==> src/rtl/fifo_ctrl_pkg.sv <==
// Shared helpers for the fifo_ctrl slice; widths are still derived locally from Depth.
package fifo_ctrl_pkg;

  // Pointer width for a power-of-two depth, never narrower than one bit.
  function automatic int addr_bits(input int depth);
    return (depth > 2) ? $clog2(depth) : 1;
  endfunction

endpackage

==> src/rtl/fifo_ctrl_mem.sv <==
// Simple dual-port RAM: one write port, one read port with a one-cycle registered read.
// No reset on the array; a read of a slot written on the same edge returns the old word.
module fifo_mem
  import fifo_ctrl_pkg::*;
#(
  parameter int DataWidth = 8,
  parameter int AddrWidth = 4,
  parameter int Depth     = 16
) (
  input  logic                 i_clk,
  input  logic                 i_wr_en,
  input  logic [AddrWidth-1:0] i_wr_addr,
  input  logic [DataWidth-1:0] i_wr_data,
  input  logic [AddrWidth-1:0] i_rd_addr,
  output logic [DataWidth-1:0] o_rd_data
);

  logic [DataWidth-1:0] mem_array [Depth];
  logic [DataWidth-1:0] rd_data_reg;

  always_ff @(posedge i_clk) begin
    if (i_wr_en) begin
      mem_array[i_wr_addr] <= i_wr_data;
    end
    rd_data_reg <= mem_array[i_rd_addr];
  end

  assign o_rd_data = rd_data_reg;

endmodule

==> src/rtl/fifo_ctrl.sv <==
// First-word-fall-through FIFO controller around a registered-read RAM.
// Define FIFO_COUNT_EN to expose the occupancy as o_count.
module fifo_ctrl
  import fifo_ctrl_pkg::*;
#(
  parameter int DataWidth = 8,
  parameter int Depth     = 16
) (
  input  logic                 i_clk,
  input  logic                 i_rst,
  input  logic                 i_wr_valid,
  output logic                 o_wr_ready,
  input  logic [DataWidth-1:0] i_wr_data,
  output logic                 o_rd_valid,
  input  logic                 i_rd_ready,
  output logic [DataWidth-1:0] o_rd_data
`ifdef FIFO_COUNT_EN
  ,
  output logic [$clog2(Depth):0] o_count
`endif
);

  localparam int AW = addr_bits(Depth);
  localparam logic [AW:0]   FULL_COUNT = (AW+1)'(Depth);
  localparam logic [AW:0]   OCC_ONE    = (AW+1)'(1);
  localparam logic [AW-1:0] PTR_ONE    = AW'(1);

  logic [AW-1:0] wr_ptr_reg, wr_ptr_next;
  logic [AW-1:0] rd_ptr_reg, rd_ptr_next;
  logic [AW:0]   occ_reg, occ_next;
  logic          rd_valid_reg, rd_valid_next;
  logic [AW-1:0] mem_rd_addr;
  logic          wr_fire, pop, advance, has_unpresented;

  // Ready depends only on registered occupancy, so a pop cannot make room for a same-cycle write.
  assign o_wr_ready      = (occ_reg != FULL_COUNT);
  assign wr_fire         = i_wr_valid && o_wr_ready;
  assign pop             = rd_valid_reg && i_rd_ready;
  assign has_unpresented = (occ_reg > {{AW{1'b0}}, rd_valid_reg});
  assign advance         = (!rd_valid_reg || i_rd_ready) && has_unpresented;

  // When not advancing, re-read the presented slot so the output word stays put.
  assign mem_rd_addr = advance ? rd_ptr_reg : (rd_ptr_reg - PTR_ONE);

  always_comb begin
    wr_ptr_next   = wr_ptr_reg;
    rd_ptr_next   = rd_ptr_reg;
    occ_next      = occ_reg;
    rd_valid_next = rd_valid_reg;

    if (wr_fire) begin
      wr_ptr_next = wr_ptr_reg + PTR_ONE;
    end
    if (advance) begin
      rd_ptr_next = rd_ptr_reg + PTR_ONE;
    end

    case ({wr_fire, pop})
      2'b10:   occ_next = occ_reg + OCC_ONE;
      2'b01:   occ_next = occ_reg - OCC_ONE;
      default: occ_next = occ_reg;
    endcase

    if (advance) begin
      rd_valid_next = 1'b1;
    end else if (pop) begin
      rd_valid_next = 1'b0;
    end
  end

  always_ff @(posedge i_clk or posedge i_rst) begin
    if (i_rst) begin
      wr_ptr_reg   <= '0;
      rd_ptr_reg   <= '0;
      occ_reg      <= '0;
      rd_valid_reg <= 1'b0;
    end else begin
      wr_ptr_reg   <= wr_ptr_next;
      rd_ptr_reg   <= rd_ptr_next;
      occ_reg      <= occ_next;
      rd_valid_reg <= rd_valid_next;
    end
  end

  assign o_rd_valid = rd_valid_reg;

`ifdef FIFO_COUNT_EN
  assign o_count = occ_reg;
`endif

  fifo_mem #(
    .DataWidth (DataWidth),
    .AddrWidth (AW),
    .Depth     (Depth)
  ) u_mem (
    .i_clk     (i_clk),
    .i_wr_en   (wr_fire),
    .i_wr_addr (wr_ptr_reg),
    .i_wr_data (i_wr_data),
    .i_rd_addr (mem_rd_addr),
    .o_rd_data (o_rd_data)
  );

endmodule

==> config.mk <==
export PLATFORM = sky130hd
export DESIGN_NAME = fifo_ctrl
export DESIGN_NICKNAME = d
export VERILOG_FILES = /design/src/rtl/fifo_ctrl_pkg.sv /design/src/rtl/fifo_ctrl_mem.sv /design/src/rtl/fifo_ctrl.sv
export SDC_FILE = /design/constraint.sdc
export NUM_CORES = 1
export LEC_CHECK = 0
export ABC_AREA = 1
export BUFFER_PORTS_ARGS = -buffer_cell sky130_fd_sc_hd__buf_4
export CORE_ASPECT_RATIO = 0.7
export CORE_MARGIN = 1
export CORE_UTILIZATION = 45
export DETAILED_ROUTE_END_ITERATION = 6
export MAX_ROUTING_LAYER = met4
export PLACE_DENSITY_LB_ADDON = 0.15
export RECOVER_POWER = 100
export SLEW_MARGIN = 5
export SYNTH_ARGS = -nofsm -noshare
export SYNTH_HDL_FRONTEND = slang
export SYNTH_SLANG_ARGS = --single-unit
==> constraint.sdc <==
create_clock -name i_clk -period 2.1 [get_ports i_clk]
set_input_delay 0.105 -clock i_clk [delete_from_list [all_inputs] [get_ports i_clk]]
set_output_delay 0.105 -clock i_clk [all_outputs]
set_load 0.05 [all_outputs]
Yosys cells after proc, flatten, opt, wreduce, memory -nomap -nowiden
Memories as Yosys holds them, arrays and structs flattened. A register that Yosys moved wholly into a read port is not among the register bits.
Cells that the tools add are included.
{"block": "classes", "add_sub_neg": 5, "order_cmp": 1, "eq_ne": 3, "n_mux": 6, "n_reduce_logical": 7}
{"operator": "case mux 5 bit (2 select lines)", "n": 1}
{"operator": "adder 4 x 1 -> 4 bit, second input constant", "n": 2}
{"operator": "adder 5 x 1 -> 5 bit, second input constant", "n": 1}
{"operator": "> comparator 5 x 1 -> 1 bit", "n": 1}
{"operator": "inequality test 5 bit, second input constant", "n": 1}
{"operator": "subtractor 5 x 1 -> 5 bit, second input constant", "n": 1}
{"operator": "2-to-1 mux 1 bit", "n": 4}
{"operator": "2-to-1 mux 4 bit", "n": 1}
{"operator": "nonzero test 2 bit", "n": 2}
{"operator": "subtractor 4 x 1 -> 4 bit, second input constant", "n": 1}
{"operator": "logical AND 1 bit", "n": 3}
{"operator": "== test 2 x 1 -> 1 bit, second input constant", "n": 1}
{"operator": "== test 2 bit, second input constant", "n": 1}
{"operator": "logical NOT 1 bit", "n": 1}
{"operator": "logical OR 1 bit", "n": 1}
{"block": "totals", "ff_bits": 14, "ramBits": 128, "inputBits": 12, "out_inout_bits": 10, "elab_cells": 27, "mem_count": 1}
{"name": "u_mem.mem_array", "words": 16, "word_bits": 8, "rd": 1, "rd_clocked_by_memory_dff": 1, "wr": 1, "line_no": "fifo_ctrl_mem.sv:18", "source": "logic [DataWidth-1:0] mem_array [Depth];"}

Logic depth before layout (Yosys ltp)
Gate-level depths: netlist (run 1).
{"block": "depth", "depth_word": 4, "mapped_depth": 15, "ltp_nobuf": 13}

Hierarchy
Synthesis (run 1) repeated with hierarchy kept, for this count alone.
{"block": "hier_totals", "cells_unflattened": 676, "hier_area_um2": 6746.5}
{"mod": "fifo_mem", "n_inst": 1, "cells_each": 551, "area_each_um2": 5766.8, "seq_area_each_um2": 4003.8}
{"mod": "fifo_ctrl", "n_inst": 1, "cells_each": 125, "area_each_um2": 979.7, "seq_area_each_um2": 350.3}

Worst setup path after synthesis (run 1)
OpenSTA, ideal clock, no wires.
{"block": "synth_path", "path_kind": "register to register", "start": "reg occ_reg[3]", "end": "reg occ_reg[4]", "setup_ns": 0.121, "arrival_ns": 2.583, "required_time_ns": 1.979, "slack_ns": -0.604, "stages_incl_launch_ff": 15, "n_path_buf": 1, "synth_period_minus_slack_ns": 2.704, "cell_sequence": "dfrtp_1 -> nor2_4 -> nand3_1 -> nand2_1 -> ha_1 -> clkbuf_1 -> xor2_1 -> ha_1 -> a21o_1 -> nand2_1 -> o22ai_1 -> a21oi_1 -> o21ai_0 -> nand2_1 -> nand2_1"}
{"block": "synth_via", "elab_chain_len": 4, "elab_cells_between_ends": 8, "cone_classes": "2 x add/sub; 3 x eq/ne; 1 x mux; 2 x reduce/logical"}
{"item": "start: declaration", "line_no": "fifo_ctrl.sv:30", "source": "logic [AW:0] occ_reg, occ_next;"}
{"item": "start signal: assignment", "line_no": "fifo_ctrl.sv:80", "source": "occ_reg <= occ_next;"}
{"item": "inequality test 5 bit (*)", "line_no": "fifo_ctrl.sv:36", "source": "assign o_wr_ready = (occ_reg != FULL_COUNT);"}
{"item": "via o_wr_ready", "line_no": "fifo_ctrl.sv:12", "source": "output logic o_wr_ready,"}
{"item": "logical AND 1 bit (*)", "line_no": "fifo_ctrl.sv:37", "source": "assign wr_fire = i_wr_valid && o_wr_ready;"}
{"item": "== test 2 x 1 -> 1 bit or == test 2 bit (tied branches)", "line_no": "fifo_ctrl.sv:58", "source": "case ({wr_fire, pop})"}
{"item": "case mux 5 bit (2 select lines) or nonzero test 2 bit (tied branches)"}
Mark *: on every way through the listed nets, which the timed path passes. The rest lies on a longest branch.
A chain may end at the register's enable or synchronous reset.

Worst setup path after layout (run 1)
{"block": "layout_path", "start": "reg occ_reg[0]", "end": "reg u_mem.rd_data_reg[5], in the netlist u_mem.o_rd_data[5], read port of u_mem.mem_array"}
{"block": "layout_via", "elab_chain_len": 3}
{"item": "> comparator 5 x 1 -> 1 bit", "line_no": "fifo_ctrl.sv:39", "source": "assign has_unpresented = (occ_reg > {{AW{1'b0}}, rd_valid_reg});"}
{"item": "logical AND 1 bit", "line_no": "fifo_ctrl.sv:40", "source": "assign advance = (!rd_valid_reg || i_rd_ready) && has_unpresented;"}
{"item": "2-to-1 mux 4 bit", "line_no": "fifo_ctrl.sv:43", "source": "assign mem_rd_addr = advance ? rd_ptr_reg : (rd_ptr_reg - PTR_ONE);"}
{"item": "end: declaration", "line_no": "fifo_ctrl_mem.sv:19", "source": "logic [DataWidth-1:0] rd_data_reg;"}
No other way between the ends.

==> results of run 1 <==
## critical path, stage by stage (launching register included)
cell	delay (ps)
dfrtp_1	380
inv_1	60
ha_1	260
inv_1	50
nand2_1	50
nand3_2	100
nand2_4	120
buf_6	170
nand2_4	60
o21ai_4	60
buf_4	140
buf_12	130
nand3_1	80
nand3_1	120
nand3_1	110
nand2_1	60
## what timing repair did
action                                 in CTS  in global routing
hold buffers                                1                  0
setup endpoints to repair                  22                 73
endpoints found under the hold margin      14                  0
pin swaps                                   1                 24
gates resized for setup                     7                 75
gates cloned                                0                  9
setup buffers                               2                 11
## cell usage after synthesis, types with 6 or more instances
cell type / count / share of area
buf_6: 6 / 0.0098
buf_4: 10 / 0.011
inv_1: 146 / 0.080
dfxtp_1: 8 / 0.023
edfxtp_1: 128 / 0.56
xor2_1: 7 / 0.0089
nor2_1: 19 / 0.010
ha_1: 10 / 0.018
nand2_1: 128 / 0.070
clkbuf_1: 8 / 0.0044
nand3_1: 157 / 0.11
dfrtp_1: 14 / 0.051
## routing by layer
| metal | wire length (µm) | GRT usage | part of all wire | vias up |
|---|---|---|---|---|
| met2 | 7910 | 0.330 | 0.45 | 210 |
| met3 | 1510 | 0.0485 | 0.085 | 21 |
| met1 | 8050 | 0.334 | 0.46 | 2390 |
| met5 | 0 | - | 0 | - |
| met4 | 212 | 0.0649 | 0.012 | 0 |
| li1 | - | - | - | 2347 |
## how the worst max path moves through the flow
stage / start / endpoint / slack, ps / cells past startpoint
2_1_floorplan: occ_reg[2] / occ_reg[4] / -110 / 14
3_3_place_gp: occ_reg[3] / u_mem.mem_array[2][3] / -70 / 6
3_5_place_dp: occ_reg[3] / u_mem.mem_array[2][3] / -120 / 6
4_1_cts: occ_reg[3] / u_mem.mem_array[15][1] / 6 / 6
5_1_grt: occ_reg[0] / u_mem.o_rd_data[2] / -120 / 14
6_report: occ_reg[0] / u_mem.o_rd_data[5] / 20 / 15
## layout make-up
cell class / instances / area, µm²
Clock inverter: 12 / 155
Inverter: 148 / 558
Multi-Input combinational cell: 349 / 2120
Fill cell: 1228 / 6080
Clock buffer: 20 / 437
Sequential cell: 150 / 4360
Timing Repair Buffer: 87 / 865
Tap cell: 195 / 244
## stage by stage
step / utilization / total power, µW
final: 0.590 / 15200
after global routing: 0.590 / 16100
after CTS: 0.551 / 13400
after detailed placement: 0.508 / 10200
after global placement: 0.508 / 10100
after floorplan: - / 8210
## cells by family (layout without fill, tap and decap cells)
family	count (synthesis)	count (layout)
flip-flops	150	150
buffers and inverters	174	267
XOR/XNOR	11	11
AND/OR/NAND/NOR	316	316
adder cells (fa/ha/maj)	10	10
AO/OA/AOI/OAI	12	12
## power groups by stage
stage	clock network (µW)	registers, µW	logic (µW)
floorplan	0	4320	3890
global placement	0	4030	6090
detailed placement	0	4040	6190
CTS	3080	3980	6320
global route	3210	4030	8840
finish	3060	3990	8190
==> flow_metrics.tcl, run 1 <==
set metrics [dict create \
    ys_ff_latch 150 \
    viasPerCell 5.17 \
    wl_um 17700 \
    path_max_fanout 8 \
    synth_top_family_by_area "simple AND/OR/NAND/NOR gates" \
    insertedDiodeCount 0 \
    grt_pass1_wl_um 25900 \
    drtIter0Drc 553 \
    worstPathRequired_ps 2410 \
    grt_max_degree 33 \
    synthMuxAreaShare 0 \
    routedWlPerCell_um 18.4 \
    p_int_uw 8910 \
    syn_inst 673 \
    synth_area_um2 6860 \
    tightest_slew_ps 1030 \
    stdcell_count 961 \
    syn_area_per_cell_um2 10.2 \
    finalHoldViolCount 0 \
    rrSetupSlack_ps 20 \
    worstSkewPairLatency_ps 420 \
    start_util 0.463 \
    fin_skew_ps 12.1 \
    dp_slack_ps -120 \
    timing.rr.start "occ_reg[0]" \
    min_path_type "primary input to flop" \
    synth-seq-area-share 0.635 \
    holdWs_ps 83.3 \
    swShare 0.415 \
    combPwrFrac 0.538 \
    worstSetupPathType "flop to flop" \
    cts_buffer_depth 2 \
    report.final.slew_viol_count 0 \
    min_to "wr_ptr_reg[0]" \
    yosysWarnings 0 \
    final_cell_mix "146 x inv_1, 128 x edfxtp_1, 123 x nand2_1" \
    seq_power_share 0.262 \
    setup_viol 0 \
    rsz0062_at_grt "true" \
    drv_cap 0 \
    htreeDepth 4 \
    finalCritPeriodShare 0.988 \
    grt_overflow 0 \
    place_congestion 0.885 \
    fp.dieH_um 105 \
    nets 775 \
    synth-compound-area-share 0.0146 \
    globalRouteTotalUtil 0.232 \
    fin_crit_ps 2080 \
    firstDrtPassIters 5 \
    antenna_found_initial 0 \
    final_layout_size_suffix_gt1_frac 0.226 \
    cts_sinks 150 \
    via_count 4968 \
    drcViolationCount 0 \
    p_leak_uw 0.00381 \
    yosys.area_share.simple 0.210 \
    rr_endpoint "u_mem.o_rd_data[5]" \
    slew_headroom 0.314 \
    dominantRegCellSynth "edfxtp_1" \
    dp_hpwl_um 10900 \
    port_buffers 21 \
    power.clock.fraction 0.201 \
    reg2reg_depth 15 \
    synth_nets 695 \
    hp-start "i_wr_valid" \
    setup_ws_ps 24.5 \
    arrival_ps 2390 \
    dieArea_um2 15800 \
    die_x_um 150 \
    final_common_cell "inv_1" \
    start_kind "flop" \
    clk_pin_slew_ps 60 \
    synthAdderAreaFrac 0.0182 \
    ys_types 28 \
    power_density_nw_per_um2 1740 \
    min_path_cells 4 \
    worstSetupEndpointType "flop" \
    root_buffer "clkbuf_16" \
    ys_async_sr_fraction 0.0933 \
    synth-xor-area-share 0.0151 \
    num_rows 37 \
    fmax_mhz 482 \
    dp.cells 906 \
    place_area_um2 7520 \
    outcome "finished clean" \
    finalSetupTns_ps 0 \
    largest_reg_flops 128 \
    antenna_left 0 \
    core_um2 14800 \
    ir_worst_vdd_v 0.000813 \
    cts_made_buffers 17 \
    fin_area_um2 8740 \
    grt_pass1_vias 4677 \
    cts_tree "yes" \
    power_switching_uw 6320 \
    io-pin-count 22 \
    area_growth_pct 27.3 \
    synth_edf_count 128 \
]
Note: power is estimated with default switching activity, not from simulation.
==> run 2, diff against run 1 <==
Settings changed: PLACE_DENSITY_LB_ADDON 0.15 to default.
==> flow_metrics.tcl, run 2 (synthesis results as in run 1) <==
set metrics [dict create \
    outcome "complete, but fails checks" \
    failed_checks "negative setup slack" \
    core_um2 14800 \
    insertedDiodeCount 0 \
    p_leak_uw 0.00374 \
    setup_ws_ps -6.68 \
    finalCritPeriodShare 1.00 \
    crit_top_cell "nand3_1" \
    cts_buffer_depth 2 \
    globalRouteTotalUtil 0.234 \
    die_x_um 150 \
    use_met1 0.323 \
    nets 773 \
    area_growth_pct 24.4 \
    finalPower_uw 14900 \
    root_buffer "clkbuf_16" \
    fin_crit_ps 2110 \
    worstSetupEndpointType "flop" \
    slowest_delay_ps 410 \
    grt_max_degree 33 \
    slowest_stage "dfrtp_2" \
    clk_pin_slew_ps 60 \
    htreeDepth 4 \
    power_density_nw_per_um2 1740 \
    drtIter0Drc 749 \
    dp_slack_ps -50.8 \
    grt.busiest_layer "met2" \
    ir_worst_vdd_v 0.000905 \
    worstSetupPathType "flop to flop" \
    use_met2 0.341 \
    cts_made_buffers 17 \
    path_cells "ha_1, inv_1, nand2_2, nand3_4, nand2_4, buf_4, o21ai_4, buf_12, buf_6, nand3_1, nand3_1, nand3_1, nand2_1" \
    fin_skew_ps 12.5 \
    dp_hpwl_um 10900 \
    report.final.slew_viol_count 0 \
    start_kind "flop" \
    antenna_left 0 \
    start_util 0.463 \
    fp.dieH_um 105 \
    slew_headroom 0.350 \
    port_buffers 21 \
    grt_pass1_wl_um 26000 \
    cts_sinks 150 \
    min_path_type "primary input to flop" \
    worstSkewPairLatency_ps 430 \
    path_max_fanout 13 \
    arrival_ps 2470 \
    place_area_um2 7550 \
    final_common_cell "nand3_1" \
    antenna_found_initial 0 \
    wl_um 17600 \
    place_congestion 0.921 \
    firstDrtPassIters 6 \
    finalHoldViolCount 0 \
    rsz0062_at_grt "true" \
    num_rows 37 \
    io-pin-count 22 \
    drv_cap 0 \
    grt_overflow 0 \
    via_count 5067 \
    cts_tree "yes" \
    tightest_slew_ps 975 \
    routedWlPerCell_um 18.4 \
    dieArea_um2 15800 \
    final_cell_mix "151 x nand3_1, 146 x inv_1, 128 x edfxtp_1" \
    grt_pass1_vias 4726 \
    drcViolationCount 0 \
    viasPerCell 5.29 \
    fmax_mhz 475 \
    fin_area_um2 8540 \
    worstPathRequired_ps 2460 \
    final_layout_size_suffix_gt1_frac 0.183 \
    utilization 0.576 \
    largest_reg_flops 128 \
    setup_viol 1 \
    grt_use_met3 0.0615 \
]
[run 2: timing repair]
item | in CTS | in global routing
gates cloned | 1 | 6
hold endpoints to repair | 15 | 0
pin swaps | 1 | 16
buffers inserted | 0 | 13
gates resized for setup | 12 | 24
endpoints found under the setup margin | 46 | 50
hold buffers | 2 | 0
[run 2: through the flow]
stage          setup TNS [ps]  hold slack, ps  instances
3_3_place_gp            -26.6             200        906
2_1_floorplan            -108           -5.85        673
4_1_cts                 -27.4            18.3        940
6_report                -6.68             184        958
5_1_grt                  -812             199        958
3_5_place_dp             -105             201        906
[run 2: area by class of cell]
class                           instances  area (µm²)
Clock inverter                         14         174
Inverter                              148         556
Tap cell                              195         244
Sequential cell                       150        4360
Multi-Input combinational cell        350        1950
Timing Repair Buffer                   84         827
Fill cell                            1221        6280
Clock buffer                           17         425
[run 2: worst paths after layout]
| check | startpoint | end | slack, ps | cells after the start |
|---|---|---|---|---|
| min in group asynchronous | i_rst | occ_reg[0] | 290 | 3 |
| max reg2reg | o_rd_valid | u_mem.o_rd_data[2] | -7 | 13 |
| max | o_rd_valid | u_mem.o_rd_data[2] | -7 | 13 |
| max in group asynchronous | i_rst | o_rd_valid | 1410 | 3 |
| min | i_rd_ready | o_rd_valid | 180 | 4 |
| min reg2reg | rd_ptr_reg[3] | rd_ptr_reg[3] | 540 | 1 |
[run 2: metal layers]
| metal | wire length (µm) | vias to the layer above | part of all wire |
|---|---|---|---|
| met5 | 0 | - | 0 |
| met4 | 301 | 0 | 0.017 |
| met3 | 1620 | 36 | 0.092 |
| met2 | 7920 | 253 | 0.45 |
| met1 | 7760 | 2435 | 0.44 |
| li1 | - | 2343 | - |
[run 2: critical path, delay by kind of cell (launching register included)]
family,cells,cell delay [ps]
buffers and inverters,4,530
AOI/OAI and AO/OA,1,150
adders and majority gates,1,280
DFF,1,410
and+or+nand+nor,7,650
[run 2: power breakdown]
| part | switching [µW] | internal [µW] | leakage, µW |
|---|---|---|---|
| registers | 276 | 3730 | 0.00139 |
| clock network | 1250 | 1870 | 0.000286 |
| logic | 4620 | 3150 | 0.00206 |
| total | 6140 | 8760 | 0.00374 |
==> run 3, diff against run 2 <==
Settings changed: CORE_ASPECT_RATIO 0.7 to 1.75.
==> flow_metrics.tcl, run 3 (synthesis results as in run 1) <==
set metrics [dict create \
    rsz0062_at_grt "true" \
    final_layout_size_suffix_gt1_frac 0.174 \
    die_x_um 95.3 \
    root_buffer "clkbuf_16" \
    place_congestion 0.857 \
    final_common_cell "inv_1" \
    largest_reg_flops 128 \
    nets 751 \
    dp.cells 883 \
    drv_cap 0 \
    clk_pin_slew_ps 70 \
    area_growth_pct 20.8 \
    core_um2 14900 \
    wl_met3_um 793 \
    fillCellCount 1330 \
    power_density_nw_per_um2 1690 \
    fin_crit_ps 2100 \
    met1_length_um 6340 \
    antenna_found_initial 0 \
    wl_um 17100 \
    finalCritPeriodShare 1.00 \
    worstSetupPathType "flop to flop" \
    tightest_slew_ps 968 \
    min_path_type "primary input to flop" \
    viasPerCell 5.20 \
    stdcell_count 925 \
    fin_area_um2 8290 \
    grt_overflow 0 \
    grt_pass1_wl_um 24700 \
    cts_sinks 150 \
    slowest_delay_ps 430 \
    dieArea_um2 15800 \
    utilization 0.556 \
    slowest_stage "dfrtp_2" \
    start_kind "flop" \
    p_leak_uw 0.00363 \
    antenna_left 0 \
    htreeDepth 4 \
    routedWlPerCell_um 18.4 \
    worstSetupEndpointType "flop" \
    place_area_um2 7460 \
    cts_made_buffers 17 \
    start_util 0.460 \
    multi_input_area_um2 1960 \
    cts_tree "yes" \
    timing.rr.start "o_rd_valid" \
    port_buffers 21 \
    min_path_cells 4 \
    worstSkewPairLatency_ps 420 \
    num_rows 59 \
    rrSetupSlack_ps -4 \
    slew_headroom 0.353 \
    final_cell_mix "146 x inv_1, 134 x nand3_1, 128 x edfxtp_1" \
    regArea_um2 4360 \
    failed_checks "negative setup slack" \
    arrival_ps 2470 \
    fmax_mhz 475 \
    globalRouteTotalUtil 0.228 \
    dp_hpwl_um 10700 \
    crit_start "o_rd_valid" \
    finalHoldViolCount 0 \
    cts_buffer_depth 2 \
    path_cells "ha_1, inv_1, nand2_1, nand3_2, nand2_4, buf_12, o21ai_4, clkbuf_16, nand3_1, nand3_1, nand3_1, nand2_1" \
    path_max_fanout 16 \
    min_to "wr_ptr_reg[0]" \
    worstPathRequired_ps 2470 \
    grt_max_degree 33 \
    insertedDiodeCount 0 \
    firstDrtPassIters 5 \
    rr_endpoint "u_mem.o_rd_data[1]" \
    fin_skew_ps 10.3 \
    outcome "complete, but fails checks" \
    via_count 4808 \
    dr.max_layer_used "met4" \
    io-pin-count 22 \
    ir_worst_vdd_v 0.00106 \
    drtIter0Drc 256 \
    met2_wirelength_um 9180 \
    hp-start "i_wr_valid" \
    setup_viol 1 \
    drcViolationCount 0 \
    fp.dieH_um 165 \
    report.final.slew_viol_count 0 \
    grt_pass1_vias 4611 \
    reg2reg_depth 12 \
    setup_ws_ps -3.87 \
    crit_top_cell "nand3_1" \
]
-- run 3: worst max-delay path by stage --
stage | slack, ps | depth (start not counted) | endpoint
finish | -4 | 12 | u_mem.o_rd_data[1]
global route | -110 | 14 | u_mem.o_rd_data[1]
CTS | 7 | 11 | occ_reg[4]
detailed placement | -80 | 5 | u_mem.mem_array[14][7]
global placement | 30 | 5 | u_mem.mem_array[14][2]
floorplan | -110 | 14 | occ_reg[4]
-- run 3: report_power, final --
group | switching [µW] | internal [µW]
Sequential | 250 | 3730
Clock | 1280 | 1660
Combinational | 4410 | 2700
-- run 3: final cells by class --
| class | instances | area share |
|---|---|---|
| inverters | 148 | 0.0670 |
| clock buffers | 17 | 0.0513 |
| flip-flops and latches | 150 | 0.525 |
| clock inverters | 15 | 0.0174 |
| repair buffers | 63 | 0.0746 |
| multi-input cells | 349 | 0.237 |
| well taps | 183 | 0.0276 |
-- run 3: worst max-delay path, delay by kind of cell, from the launching register on --
| kind | cells | cell delay (ps) |
|---|---|---|
| AO/OA/AOI/OAI | 1 | 260 |
| adder cells (fa/ha/maj) | 1 | 290 |
| buffers and inverters | 3 | 450 |
| flip-flops | 1 | 430 |
| AND/OR/NAND/NOR | 7 | 600 |
-- run 3: per-stage QoR --
step	hold slack, ps	TNS [ps]	setup WS, ps	power (µW)
2_1_floorplan	-5.85	-108	-108	8210
3_3_place_gp	205	0	32.2	10100
3_5_place_dp	215	-636	-80.0	10200
4_1_cts	17.2	0	6.76	13100
5_1_grt	77.6	-579	-115	14800
6_report	87.9	-3.87	-3.87	14000
-- run 3: timing repair --
action / 4_1_cts / 5_1_grt
hold buffers: 2 / 0
pin swaps: 0 / 5
resized for setup: 2 / 28
gates cloned: 0 / 6
setup buffers: 0 / 2
hold endpoints to repair: 30 / 0
endpoints found under the setup margin: 16 / 31
-- run 3: routing by layer --
metal / vias up / global-route usage
li1: 2298 / -
met1: 2306 / 0.249
met2: 160 / 0.386
met3: 44 / 0.0426
met4: 0 / 0.125
met5: - / -
